## src/rtl/life_gen_sched_pkg.sv

```systemverilog
// Shared definitions for the Game of Life generation scheduler: default grid
// geometry and the scheduler FSM state encoding.
package life_gen_sched_pkg;

  localparam int GRID_W_DEF = 32;  // cells per row, one RAM word per row
  localparam int GRID_H_DEF = 24;  // rows per bank
  localparam int ROW_AW_DEF = 5;   // row address width, 2**ROW_AW >= GRID_H

  typedef enum logic [3:0] {
    S_IDLE   = 4'd0,
    S_CLR    = 4'd1,
    S_PA_RD  = 4'd2,
    S_PA_CAP = 4'd3,
    S_PB_RD  = 4'd4,
    S_PB_CAP = 4'd5,
    S_NX_RD  = 4'd6,
    S_NX_CAP = 4'd7,
    S_WR     = 4'd8,
    S_SWAP   = 4'd9
  } state_e;

endpackage

```

## src/rtl/life_gen_sched_if.sv

```systemverilog
// Cell RAM port bundle: one synchronous read port (1-cycle latency) and one
// write port, each with a bank select. The scheduler is the master.
interface life_gen_sched_if #(
  parameter int GRID_W = 32,
  parameter int ROW_AW = 5
);

  logic              mem_rd_en;
  logic              mem_rd_bank;
  logic [ROW_AW-1:0] mem_rd_addr;
  logic [GRID_W-1:0] mem_rd_data;
  logic              mem_wr_en;
  logic              mem_wr_bank;
  logic [ROW_AW-1:0] mem_wr_addr;
  logic [GRID_W-1:0] mem_wr_data;

  modport master (
    output mem_rd_en, mem_rd_bank, mem_rd_addr,
    input  mem_rd_data,
    output mem_wr_en, mem_wr_bank, mem_wr_addr, mem_wr_data
  );

  modport slave (
    input  mem_rd_en, mem_rd_bank, mem_rd_addr,
    output mem_rd_data,
    input  mem_wr_en, mem_wr_bank, mem_wr_addr, mem_wr_data
  );

endinterface

```

## src/rtl/life_row_rule.sv

```systemverilog
// Combinational next-generation rule for one row. Each cell counts its eight
// neighbours in the rows above/below and its own row, wrapping horizontally.
module life_row_rule
  import life_gen_sched_pkg::*;
#(
  parameter int GRID_W = GRID_W_DEF
) (
  input  logic [GRID_W-1:0] prev_i,
  input  logic [GRID_W-1:0] cur_i,
  input  logic [GRID_W-1:0] next_i,
  output logic [GRID_W-1:0] row_o
);

  for (genvar c = 0; c < GRID_W; c++) begin : g_cell
    localparam int L = (c + GRID_W - 1) % GRID_W;
    localparam int R = (c + 1) % GRID_W;
    logic [3:0] cnt;

    assign cnt = 4'(prev_i[L]) + 4'(prev_i[c]) + 4'(prev_i[R])
               + 4'(cur_i[L])                   + 4'(cur_i[R])
               + 4'(next_i[L]) + 4'(next_i[c]) + 4'(next_i[R]);

    // Born on exactly 3, survives on 2 or 3.
    assign row_o[c] = (cnt == 4'd3) || (cur_i[c] && (cnt == 4'd2));
  end

endmodule

```

## src/rtl/life_gen_sched.sv

```systemverilog
// Generation scheduler: walks the compute engine row by row over the
// double-buffered cell RAM, lets VGA scanout pre-empt the shared read port,
// clears both banks on request and swaps banks when a generation completes.
module life_gen_sched
  import life_gen_sched_pkg::*;
#(
  parameter int GRID_W = GRID_W_DEF,
  parameter int GRID_H = GRID_H_DEF,
  parameter int ROW_AW = ROW_AW_DEF
) (
  input  logic              clk,
  input  logic              rst,
  input  logic              run,
  input  logic              tick,
  input  logic              step,
  input  logic              clear,
  input  logic              vga_req,
  input  logic [ROW_AW-1:0] vga_row,
  output logic              vga_ack,
  output logic [GRID_W-1:0] vga_data,
  output logic              disp_bank,
  output logic              busy,
  output logic              gen_done,
  output logic [15:0]       gen_count,
  life_gen_sched_if.master  mem_if
);

  localparam logic [ROW_AW-1:0] LAST_ROW = ROW_AW'(GRID_H - 1);
  localparam logic [ROW_AW-1:0] ROW_ONE  = ROW_AW'(1);

  state_e            state_q, state_d;
  logic [ROW_AW-1:0] row_q, row_d;
  logic              clr_bank_q, clr_bank_d;
  logic [GRID_W-1:0] prev_q, prev_d;
  logic [GRID_W-1:0] cur_q, cur_d;
  logic [GRID_W-1:0] nxt_q, nxt_d;
  logic              disp_q, disp_d;
  logic [15:0]       count_q, count_d;
  logic              done_d, done_q;
  logic              busy_q;
  logic              ack_q;
  logic [GRID_W-1:0] vga_hold_q;
  logic              grant;
  logic [GRID_W-1:0] new_row;

  // Scanout always wins the read port; nothing is granted while in reset.
  assign grant = vga_req && !rst;

  life_row_rule #(.GRID_W(GRID_W)) u_rule (
    .prev_i (prev_q),
    .cur_i  (cur_q),
    .next_i (nxt_q),
    .row_o  (new_row)
  );

  // Next-state decode plus the combinational RAM strobes.
  always_comb begin
    // NOTE: every signal written here gets a default first, so no path can leave it unassigned and infer a latch.
    state_d    = state_q;
    row_d      = row_q;
    clr_bank_d = clr_bank_q;
    prev_d     = prev_q;
    cur_d      = cur_q;
    nxt_d      = nxt_q;
    disp_d     = disp_q;
    count_d    = count_q;
    done_d     = 1'b0;

    mem_if.mem_rd_en   = grant;
    mem_if.mem_rd_bank = disp_q;
    mem_if.mem_rd_addr = vga_row;
    mem_if.mem_wr_en   = 1'b0;
    mem_if.mem_wr_bank = ~disp_q;
    mem_if.mem_wr_addr = row_q;
    mem_if.mem_wr_data = '0;

    case (state_q)
      S_IDLE: begin
        if (clear) begin
          state_d    = S_CLR;
          row_d      = '0;
          clr_bank_d = 1'b0;
        end else if ((run && tick) || step) begin
          state_d = S_PA_RD;
        end
      end
      S_CLR: begin
        mem_if.mem_wr_en   = 1'b1;
        mem_if.mem_wr_bank = clr_bank_q;
        clr_bank_d         = ~clr_bank_q;
        if (clr_bank_q) begin
          if (row_q == LAST_ROW) begin
            state_d = S_IDLE;
            count_d = '0;
          end else begin
            row_d = row_q + ROW_ONE;
          end
        end
      end
      S_PA_RD: begin
        if (!grant) begin
          mem_if.mem_rd_en   = 1'b1;
          mem_if.mem_rd_addr = LAST_ROW;
          state_d            = S_PA_CAP;
        end
      end
      S_PA_CAP: begin
        prev_d  = mem_if.mem_rd_data;
        state_d = S_PB_RD;
      end
      S_PB_RD: begin
        if (!grant) begin
          mem_if.mem_rd_en   = 1'b1;
          mem_if.mem_rd_addr = '0;
          state_d            = S_PB_CAP;
        end
      end
      S_PB_CAP: begin
        cur_d   = mem_if.mem_rd_data;
        row_d   = '0;
        state_d = S_NX_RD;
      end
      S_NX_RD: begin
        if (!grant) begin
          mem_if.mem_rd_en   = 1'b1;
          mem_if.mem_rd_addr = (row_q == LAST_ROW) ? '0 : row_q + ROW_ONE;
          state_d            = S_NX_CAP;
        end
      end
      S_NX_CAP: begin
        nxt_d   = mem_if.mem_rd_data;
        state_d = S_WR;
      end
      S_WR: begin
        mem_if.mem_wr_en   = 1'b1;
        mem_if.mem_wr_data = new_row;
        prev_d             = cur_q;
        cur_d              = nxt_q;
        row_d              = row_q + ROW_ONE;
        state_d            = (row_q == LAST_ROW) ? S_SWAP : S_NX_RD;
      end
      S_SWAP: begin
        disp_d  = ~disp_q;
        count_d = count_q + 16'd1;
        done_d  = 1'b1;
        state_d = S_IDLE;
      end
      default: state_d = S_IDLE;
    endcase

    // Keep the RAM quiet while reset is held, even if the old state was mid-write.
    if (rst) begin
      mem_if.mem_wr_en = 1'b0;
    end
  end

  // Control state and registered status outputs.
  always_ff @(posedge clk) begin
    // NOTE: non-blocking assignments so every register samples pre-edge values regardless of statement order.
    if (rst) begin
      state_q    <= S_IDLE;
      row_q      <= '0;
      clr_bank_q <= 1'b0;
      disp_q     <= 1'b0;
      count_q    <= '0;
      done_q     <= 1'b0;
      busy_q     <= 1'b0;
    end else begin
      state_q    <= state_d;
      row_q      <= row_d;
      clr_bank_q <= clr_bank_d;
      disp_q     <= disp_d;
      count_q    <= count_d;
      done_q     <= done_d;
      busy_q     <= (state_d != S_IDLE);
    end
  end

  // Three-row window into the current generation.
  always_ff @(posedge clk) begin
    // NOTE: no reset on the row window; each generation reloads all three rows before the rule uses them.
    prev_q <= prev_d;
    cur_q  <= cur_d;
    nxt_q  <= nxt_d;
  end

  // Scanout acknowledge one cycle after a grant; hold the last row in between.
  always_ff @(posedge clk) begin
    if (rst) begin
      ack_q      <= 1'b0;
      vga_hold_q <= '0;
    end else begin
      ack_q <= grant;
      if (ack_q) begin
        vga_hold_q <= mem_if.mem_rd_data;
      end
    end
  end

  assign vga_ack   = ack_q;
  assign vga_data  = ack_q ? mem_if.mem_rd_data : vga_hold_q;
  assign disp_bank = disp_q;
  assign busy      = busy_q;
  assign gen_done  = done_q;
  assign gen_count = count_q;

endmodule
```

## src/flat_wrapper.sv

```systemverilog
// flat-port wrapper written by rule: the top's interface ports become plain ports
module life_gen_sched_flat import life_gen_sched_pkg::*;
#(
  parameter int GRID_W = GRID_W_DEF,
  parameter int GRID_H = GRID_H_DEF,
  parameter int ROW_AW = ROW_AW_DEF
)
  (clk, rst, run, tick, step, clear, vga_req, vga_row, vga_ack, vga_data, disp_bank, busy, gen_done, gen_count, mem_if_mem_rd_en, mem_if_mem_rd_bank, mem_if_mem_rd_addr, mem_if_mem_rd_data, mem_if_mem_wr_en, mem_if_mem_wr_bank, mem_if_mem_wr_addr, mem_if_mem_wr_data);
  life_gen_sched_if #(.GRID_W(GRID_W), .ROW_AW(ROW_AW)) mem_if_i ();
  input  logic clk;
  input  logic rst;
  input  logic run;
  input  logic tick;
  input  logic step;
  input  logic clear;
  input  logic vga_req;
  input  logic [ROW_AW-1:0] vga_row;
  output logic vga_ack;
  output logic [GRID_W-1:0] vga_data;
  output logic disp_bank;
  output logic busy;
  output logic gen_done;
  output logic [15:0] gen_count;
  output wire logic [$bits(mem_if_i.mem_rd_en)-1:0] mem_if_mem_rd_en;
  output wire logic [$bits(mem_if_i.mem_rd_bank)-1:0] mem_if_mem_rd_bank;
  output wire logic [$bits(mem_if_i.mem_rd_addr)-1:0] mem_if_mem_rd_addr;
  input wire logic [$bits(mem_if_i.mem_rd_data)-1:0] mem_if_mem_rd_data;
  output wire logic [$bits(mem_if_i.mem_wr_en)-1:0] mem_if_mem_wr_en;
  output wire logic [$bits(mem_if_i.mem_wr_bank)-1:0] mem_if_mem_wr_bank;
  output wire logic [$bits(mem_if_i.mem_wr_addr)-1:0] mem_if_mem_wr_addr;
  output wire logic [$bits(mem_if_i.mem_wr_data)-1:0] mem_if_mem_wr_data;
  assign mem_if_mem_rd_en = mem_if_i.mem_rd_en;
  assign mem_if_mem_rd_bank = mem_if_i.mem_rd_bank;
  assign mem_if_mem_rd_addr = mem_if_i.mem_rd_addr;
  assign mem_if_i.mem_rd_data = mem_if_mem_rd_data;
  assign mem_if_mem_wr_en = mem_if_i.mem_wr_en;
  assign mem_if_mem_wr_bank = mem_if_i.mem_wr_bank;
  assign mem_if_mem_wr_addr = mem_if_i.mem_wr_addr;
  assign mem_if_mem_wr_data = mem_if_i.mem_wr_data;
  life_gen_sched #(.GRID_W(GRID_W), .GRID_H(GRID_H), .ROW_AW(ROW_AW)) u_core (.clk(clk), .rst(rst), .run(run), .tick(tick), .step(step), .clear(clear), .vga_req(vga_req), .vga_row(vga_row), .vga_ack(vga_ack), .vga_data(vga_data), .disp_bank(disp_bank), .busy(busy), .gen_done(gen_done), .gen_count(gen_count), .mem_if(mem_if_i));
endmodule
```

## config.mk

```make
export PLATFORM = sky130hd
export DESIGN_NAME = life_gen_sched_flat
export DESIGN_NICKNAME = d
export VERILOG_FILES = /design/src/rtl/life_gen_sched_pkg.sv /design/src/rtl/life_gen_sched_if.sv /design/src/rtl/life_row_rule.sv /design/src/rtl/life_gen_sched.sv /design/src/flat_wrapper.sv
export SDC_FILE = /design/constraint.sdc
export NUM_CORES = 1
export LEC_CHECK = 0
export BUFFER_PORTS_ARGS = -buffer_cell sky130_fd_sc_hd__buf_2
export CORE_UTILIZATION = 45
export CTS_CLUSTER_SIZE = 16
export DETAILED_ROUTE_END_ITERATION = 10
export GPL_TIMING_DRIVEN = 0
export PLACE_DENSITY_LB_ADDON = 0.08
export SLEW_MARGIN = 0
export SYNTH_ARGS = -nofsm -noshare
export SYNTH_HDL_FRONTEND = slang
export SYNTH_HIERARCHICAL = 1
export SYNTH_SLANG_ARGS = --single-unit
```

## constraint.sdc

```tcl
create_clock -name clk -period 8.6 [get_ports clk]
set_input_delay 0 -clock clk [delete_from_list [all_inputs] [get_ports clk]]
set_output_delay 0 -clock clk [all_outputs]
set_load 0.05 [all_outputs]
```

Word-level counts from Yosys, hierarchy flattened
Index checks and enable logic that the tools add are counted.
{"block": "word_totals", "register_bits": 158, "in_bits": 44, "out_inout_bits": 98, "wordCells": 430}
{"block": "op_classes", "n_addsub": 226, "eq_ne": 78, "muxes": 32, "bitwise_logic": 2, "reduce_logical": 80}
{"operator": "4-bit by 1-bit adder with 4-bit output", "n": 130}
{"operator": "4-bit by 2-bit equality test with 1-bit output (second input constant)", "n": 66}
{"operator": "32-bit one-hot mux with 2 select lines", "n": 2}
{"operator": "3-bit by 1-bit adder with 4-bit output", "n": 31}
{"operator": "2-bit by 1-bit adder with 3-bit output", "n": 31}
{"operator": "1-bit by 1-bit adder with 2-bit output", "n": 32}
{"operator": "32-bit two-way mux", "n": 2}
{"operator": "4-bit one-hot mux with 9 select lines", "n": 1}
{"operator": "5-bit two-way mux", "n": 7}
{"operator": "1-bit logical AND", "n": 34}
{"operator": "1-bit logical OR", "n": 33}
{"operator": "16-bit two-way mux", "n": 2}
{"operator": "4-bit two-way mux", "n": 8}
{"operator": "16-bit one-hot mux with 2 select lines", "n": 1}
{"operator": "5-bit one-hot mux with 4 select lines", "n": 1}
{"operator": "16-bit by 1-bit adder with 16-bit output (second input constant)", "n": 1}
{"operator": "4-bit by 3-bit equality test with 1-bit output (second input constant)", "n": 4}
{"operator": "5-bit one-hot mux with 3 select lines", "n": 1}
{"operator": "4-bit equality test (second input constant)", "n": 2}
{"operator": "2-bit nonzero test", "n": 4}
{"operator": "4-bit nonzero test", "n": 2}
{"operator": "1-bit two-way mux", "n": 6}
{"operator": "5-bit by 1-bit adder with 5-bit output (second input constant)", "n": 1}
{"operator": "5-bit equality test (second input constant)", "n": 1}
{"operator": "other kinds (12)", "n": 15}

Logic depth before layout (Yosys ltp)
{"block": "logic_depth", "depth_word": 11, "mapped_depth": 10, "mapped_depth_nobuf": 10}

Modules after synthesis
The synthesis kept the hierarchy.
{"mod": "life_gen_sched", "n_inst": 1, "cells_per_inst": 642, "area_per_inst_um2": 6821.5, "seq_area_each_um2": 4124.0}
{"mod": "life_row_rule", "n_inst": 1, "cells_per_inst": 605, "area_per_inst_um2": 5432.7, "seq_area_each_um2": 0.0}

Least setup slack after synthesis
Ideal clock, no wire load.
{"block": "synth_timing", "kind": "flip-flop to output port", "from": "reg u_core.prev_q[4]", "to": "out mem_if_mem_wr_data[5]", "t_arrival_ns": 3.258, "required_ns": 8.600, "slack_ns": 5.342, "path_stages_with_launch": 11, "path_buffers": 0, "cell_sequence": "edfxtp_1 > inv_1 > fa_1 > fa_1 > fa_1 > inv_1 > ha_1 > fa_1 > or2_0 > a21oi_1 > and3_1"}
{"block": "synth_between", "elab_chain_cells": 11, "elab_cells_between_ends": 12, "cone_classes": "add/sub (7); eq/ne (2); mux (1); reduce/logical (2)"}
{"element": "start: declaration", "line_no": "life_gen_sched.sv:34", "source": "logic [GRID_W-1:0] prev_q, prev_d;"}
{"element": "start signal: assignment", "line_no": "life_gen_sched.sv:182", "source": "prev_q <= prev_d;"}
{"element": "1-bit by 1-bit adder with 2-bit output (*)", "line_no": "life_row_rule.sv:19", "source": "assign cnt = 4'(prev_i[L]) + 4'(prev_i[c]) + 4'(prev_i[R])"}
{"element": "2-bit by 1-bit adder with 3-bit output (*)", "line_no": "life_row_rule.sv:19"}
{"element": "3-bit by 1-bit adder with 4-bit output (*)", "line_no": "life_row_rule.sv:20", "source": "+ 4'(cur_i[L]) + 4'(cur_i[R])"}
{"element": "4-bit by 1-bit adder with 4-bit output (*)", "line_no": "life_row_rule.sv:20"}
{"element": "4-bit by 1-bit adder with 4-bit output (*) (3 in a row)", "line_no": "life_row_rule.sv:21", "source": "+ 4'(next_i[L]) + 4'(next_i[c]) + 4'(next_i[R]);"}
{"element": "4-bit by 2-bit equality test with 1-bit output", "line_no": "life_row_rule.sv:24", "source": "assign row_o[c] = (cnt == 4'd3) || (cur_i[c] && (cnt == 4'd2));"}
{"element": "1-bit logical AND", "line_no": "life_row_rule.sv:24"}
{"element": "1-bit logical OR (*)", "line_no": "life_row_rule.sv:24"}
{"element": "via u_core.new_row[5]", "line_no": "life_gen_sched.sv:44", "source": "logic [GRID_W-1:0] new_row;"}
{"element": "32-bit two-way mux (*)", "line_no": "life_gen_sched.sv:77", "source": "case (state_q)"}
{"element": "end: declaration", "line_no": "flat_wrapper.sv:31", "source": "output wire logic [$bits(mem_if_i.mem_wr_data)-1:0] mem_if_mem_wr_data;"}
Mark *: on every way through the listed nets, which the timed path passes. The rest lies on a longest branch.

Final worst setup path
{"block": "layout_timing", "from": "reg u_core.prev_q[28]", "to": "out mem_if_mem_wr_data[28]"}
Same word-level chain as after synthesis.

==> metrics.yaml <==
sta:
  fin_crit_sh_pct: 45.3
  drv_slew: 0
  final_hold_viol_count: 0
  finalSetupViolCount: 0
  period_needed_ns: 3.89
  setup_tns_ns: 0
  slew_headroom_pct: 37.8
  clock_skew_ns: 0.0144
  rsz0062_at_grt: "no"
  max_freq_mhz: 257
  worst_pin_slew_ns: 0.932
grt:
  antenna_found_initial: 0
  overflow: 0
  grt_pass1_wl_um: 46200
  grt_pass1_vias: 9134
  grt_start_max_net_pins: 33
  grtUsageTotal_pct: 21.1
pwr:
  power_mw: 2.22
  p_switching_mw: 0.763
  power_density_nw_per_um2: 154
  peakVddDrop_mv: 0.125
  p_leak_nw: 6.87
  p_sw_share_pct: 34.3
  power_frac_clock_pct: 34.5
  cell_internal_pwr_mw: 1.46
  seqPwrFrac_pct: 38.1
  pwr-share-comb_pct: 27.5
critical_path:
  worst_setup_path_end_kind: "output port"
  crit_arrival_ns: 3.89
  required_ns: 8.60
  worst-path-max-fanout: 2
  path_class: "flip-flop to output port"
  start_kind: "flip-flop"
yosys:
  ys_warn_count: 6
  async_flop_share_pct: 0
  synthTopCellsByArea: "edfxtp_1 (24%), fa_1 (21%), dfxtp_1 (10%)"
  postSynthAreaPerCell_sq_um: 9.83
  synthCells: 1247
  yosys.area.top_type: "edfxtp_1"
  synth_seq_cells: 158
  synth_fp_nets: 1517
  synth-main-ff-cell: "edfxtp_1"
  ys_seq_area_share_pct: 33.7
  yosysTopAreaCellShare_pct: 23.5
  synth_cell_types: 54
  synth_edf_count: 96
  synth_area_sq_um: 12300
place:
  gp_congestion: 0.808
  detailed_place_hpwl_um: 20900
  port_buffers: 141
detailed_routing:
  post-route-drc-count: 0
  wire_per_inst_um: 15.5
  firstDrtPassIters: 5
  vias: 8993
  ant_nets: 0
  vias_per_cell: 5.00
  wl_um: 27900
  drt_iter0_drc: 437
cells_and_area:
  drive_above_1_share_pct: 16.1
  diodes: 0
  area_growth_pct: 17.5
  fin_nets: 1714
cts:
  cts_tree: "yes"
  post_cts_buffers: 0
  hold_buffers: 35
  cts_inserted_buffers: 17
  cts_sinks: 158
  insertion_delay_ns: 0.43
  cts-root-buf: "clkbuf_16"
  cts_buffer_depth: 2
  post_cts_resize_count: 0
  cts_max_level: 4
  cts.clk_slew.worst_paths_ns: 0.08
run_status:
  status: "finished clean"
die:
  die_h_um: 167
  dieArea_sq_um: 27900
  io-pin-count: 142
  coreArea_sq_um: 26800
  die-width_um: 167
  num_rows: 60
  initial_core_util_pct: 45.7
run:
  cap_violations: 0
min_path:
  min_path_type: "primary input to flip-flop"
[per-stage QoR]
stage               hold WS [ns]  utilization [%]  area [sq um]  cells  setup slack, ns
global route               0.149             53.7         14400   1798             4.47
global placement           0.205             49.9         13400   1729             3.84
floorplan                 0.0989                -         12300   1247             5.34
finish                     0.106             53.7         14400   1798             4.71
detailed placement         0.206             50.2         13500   1731             5.14
CTS                       0.0858             53.7         14400   1798             4.68
[power groups by stage]
stage / Sequential (mW) / Clock, mW / Combinational [mW]
finish: 0.846 / 0.766 / 0.610
global route: 0.848 / 0.816 / 0.701
CTS: 0.846 / 0.791 / 0.616
detailed placement: 0.863 / 0 / 0.598
global placement: 0.864 / 0 / 0.580
floorplan: 0.866 / 0 / 0.438
[final timing paths]
kind | slack (ns) | endpoint | cells past startpoint | startpoint
worst max-delay path | 4.71 | mem_if_mem_wr_data[28] | 11 | u_core/prev_q[28]
worst min register to register | 0.50 | u_core/gen_count[14] | 2 | u_core/gen_count[14]
worst min-delay path | 0.11 | u_core/state_q[1] | 5 | step
worst max register to register | 6.00 | u_core/nxt_q[21] | 5 | u_core/state_q[2]
[metal layers]
metal | share of wire [%] | up-vias | GRT usage, %
li1 | - | 4470 | -
met1 | 48 | 4331 | 29.3
met2 | 47 | 175 | 34.8
met3 | 3.4 | 17 | 2.97
met4 | 1.0 | 0 | 5.11
met5 | 0 | - | 0
[cell families after synthesis]
group | share of synthesized area, %
simple gates | 15.7
buf+inv | 8.68
fa+ha+maj | 30.9
flops | 33.7
compound gates | 7.26
mux | 3.46
xor+xnor | 0.357
[cell type report]
cell class | instances | area [sq um]
Tap cell | 341 | 427
Timing Repair Buffer | 178 | 1100
Inverter | 230 | 863
Fill cell | 2533 | 12400
Sequential cell | 158 | 4120
Clock buffer | 17 | 425
Clock inverter | 15 | 169
Multi-Input combinational cell | 815 | 7090
Buffer | 44 | 200
[critical path, cell delays in order, from the launching register on]
cell      delay, ns
edfxtp_1       0.42
inv_1          0.14
fa_1           0.45
fa_1           0.46
fa_1           0.49
inv_1          0.04
ha_1           0.20
fa_1           0.37
or2_0          0.23
a21oi_1        0.23
and3_1         0.18
buf_2          0.26
[synth_stat cells, types with 2 or more instances]
library cell / n
a31oi_1: 5
nand2b_1: 8
edfxtp_1: 96
ha_1: 98
xnor2_1: 4
and4_1: 2
buf_4: 2
buf_6: 2
and2_1: 3
clkbuf_1: 26
a211oi_1: 2
nand2_1: 179
o31ai_1: 4
or4b_1: 3
or2_1: 22
nor3_1: 8
dfxtp_1: 62
mux2_2: 35
a31o_2: 2
a21o_1: 2
a32o_1: 3
or3_1: 5
buf_2: 10
buf_1: 4
or2_0: 9
o21ai_0: 41
nand3_1: 42
and3_1: 32
or4_1: 5
o41ai_1: 4
a21oi_1: 86
inv_1: 230
nor2b_1: 36
mux2i_1: 3
fa_1: 128
nor2_1: 21
nand4_1: 6
[registers in the layout, indices dropped and copies added, names as in the netlist, 4 cells and up]
name / cells
u_core/cur_q: 32
u_core/gen_count: 16
u_core/mem_if.mem_wr_addr: 5
u_core/nxt_q: 32
u_core/prev_q: 32
u_core/state_q: 4
u_core/vga_hold_q: 32
[placed cells by master, fill, tap and decap left out, types with 4 or more instances in the layout]
cell type	netlist	layout
a21oi_1	86	85
a31oi_1	5	5
and3_1	32	32
buf_1	4	4
buf_2	10	151
clkbuf_1	26	26
clkbuf_16	0	17
dfxtp_1	62	62
dlygate4sd3_1	0	35
edfxtp_1	96	96
fa_1	128	128
ha_1	98	98
inv_1	230	229
inv_8	0	7
mux2_2	35	35
nand2_1	179	179
nand2b_1	8	8
nand3_1	42	42
nand4_1	6	6
nor2_1	21	20
nor2b_1	36	36
nor3_1	8	8
o21ai_0	41	41
o31ai_1	4	4
o41ai_1	4	4
or2_0	9	9
or2_1	22	22
or3_1	5	5
or4_1	5	5
xnor2_1	4	4
Power figures use the tool's default switching activity.
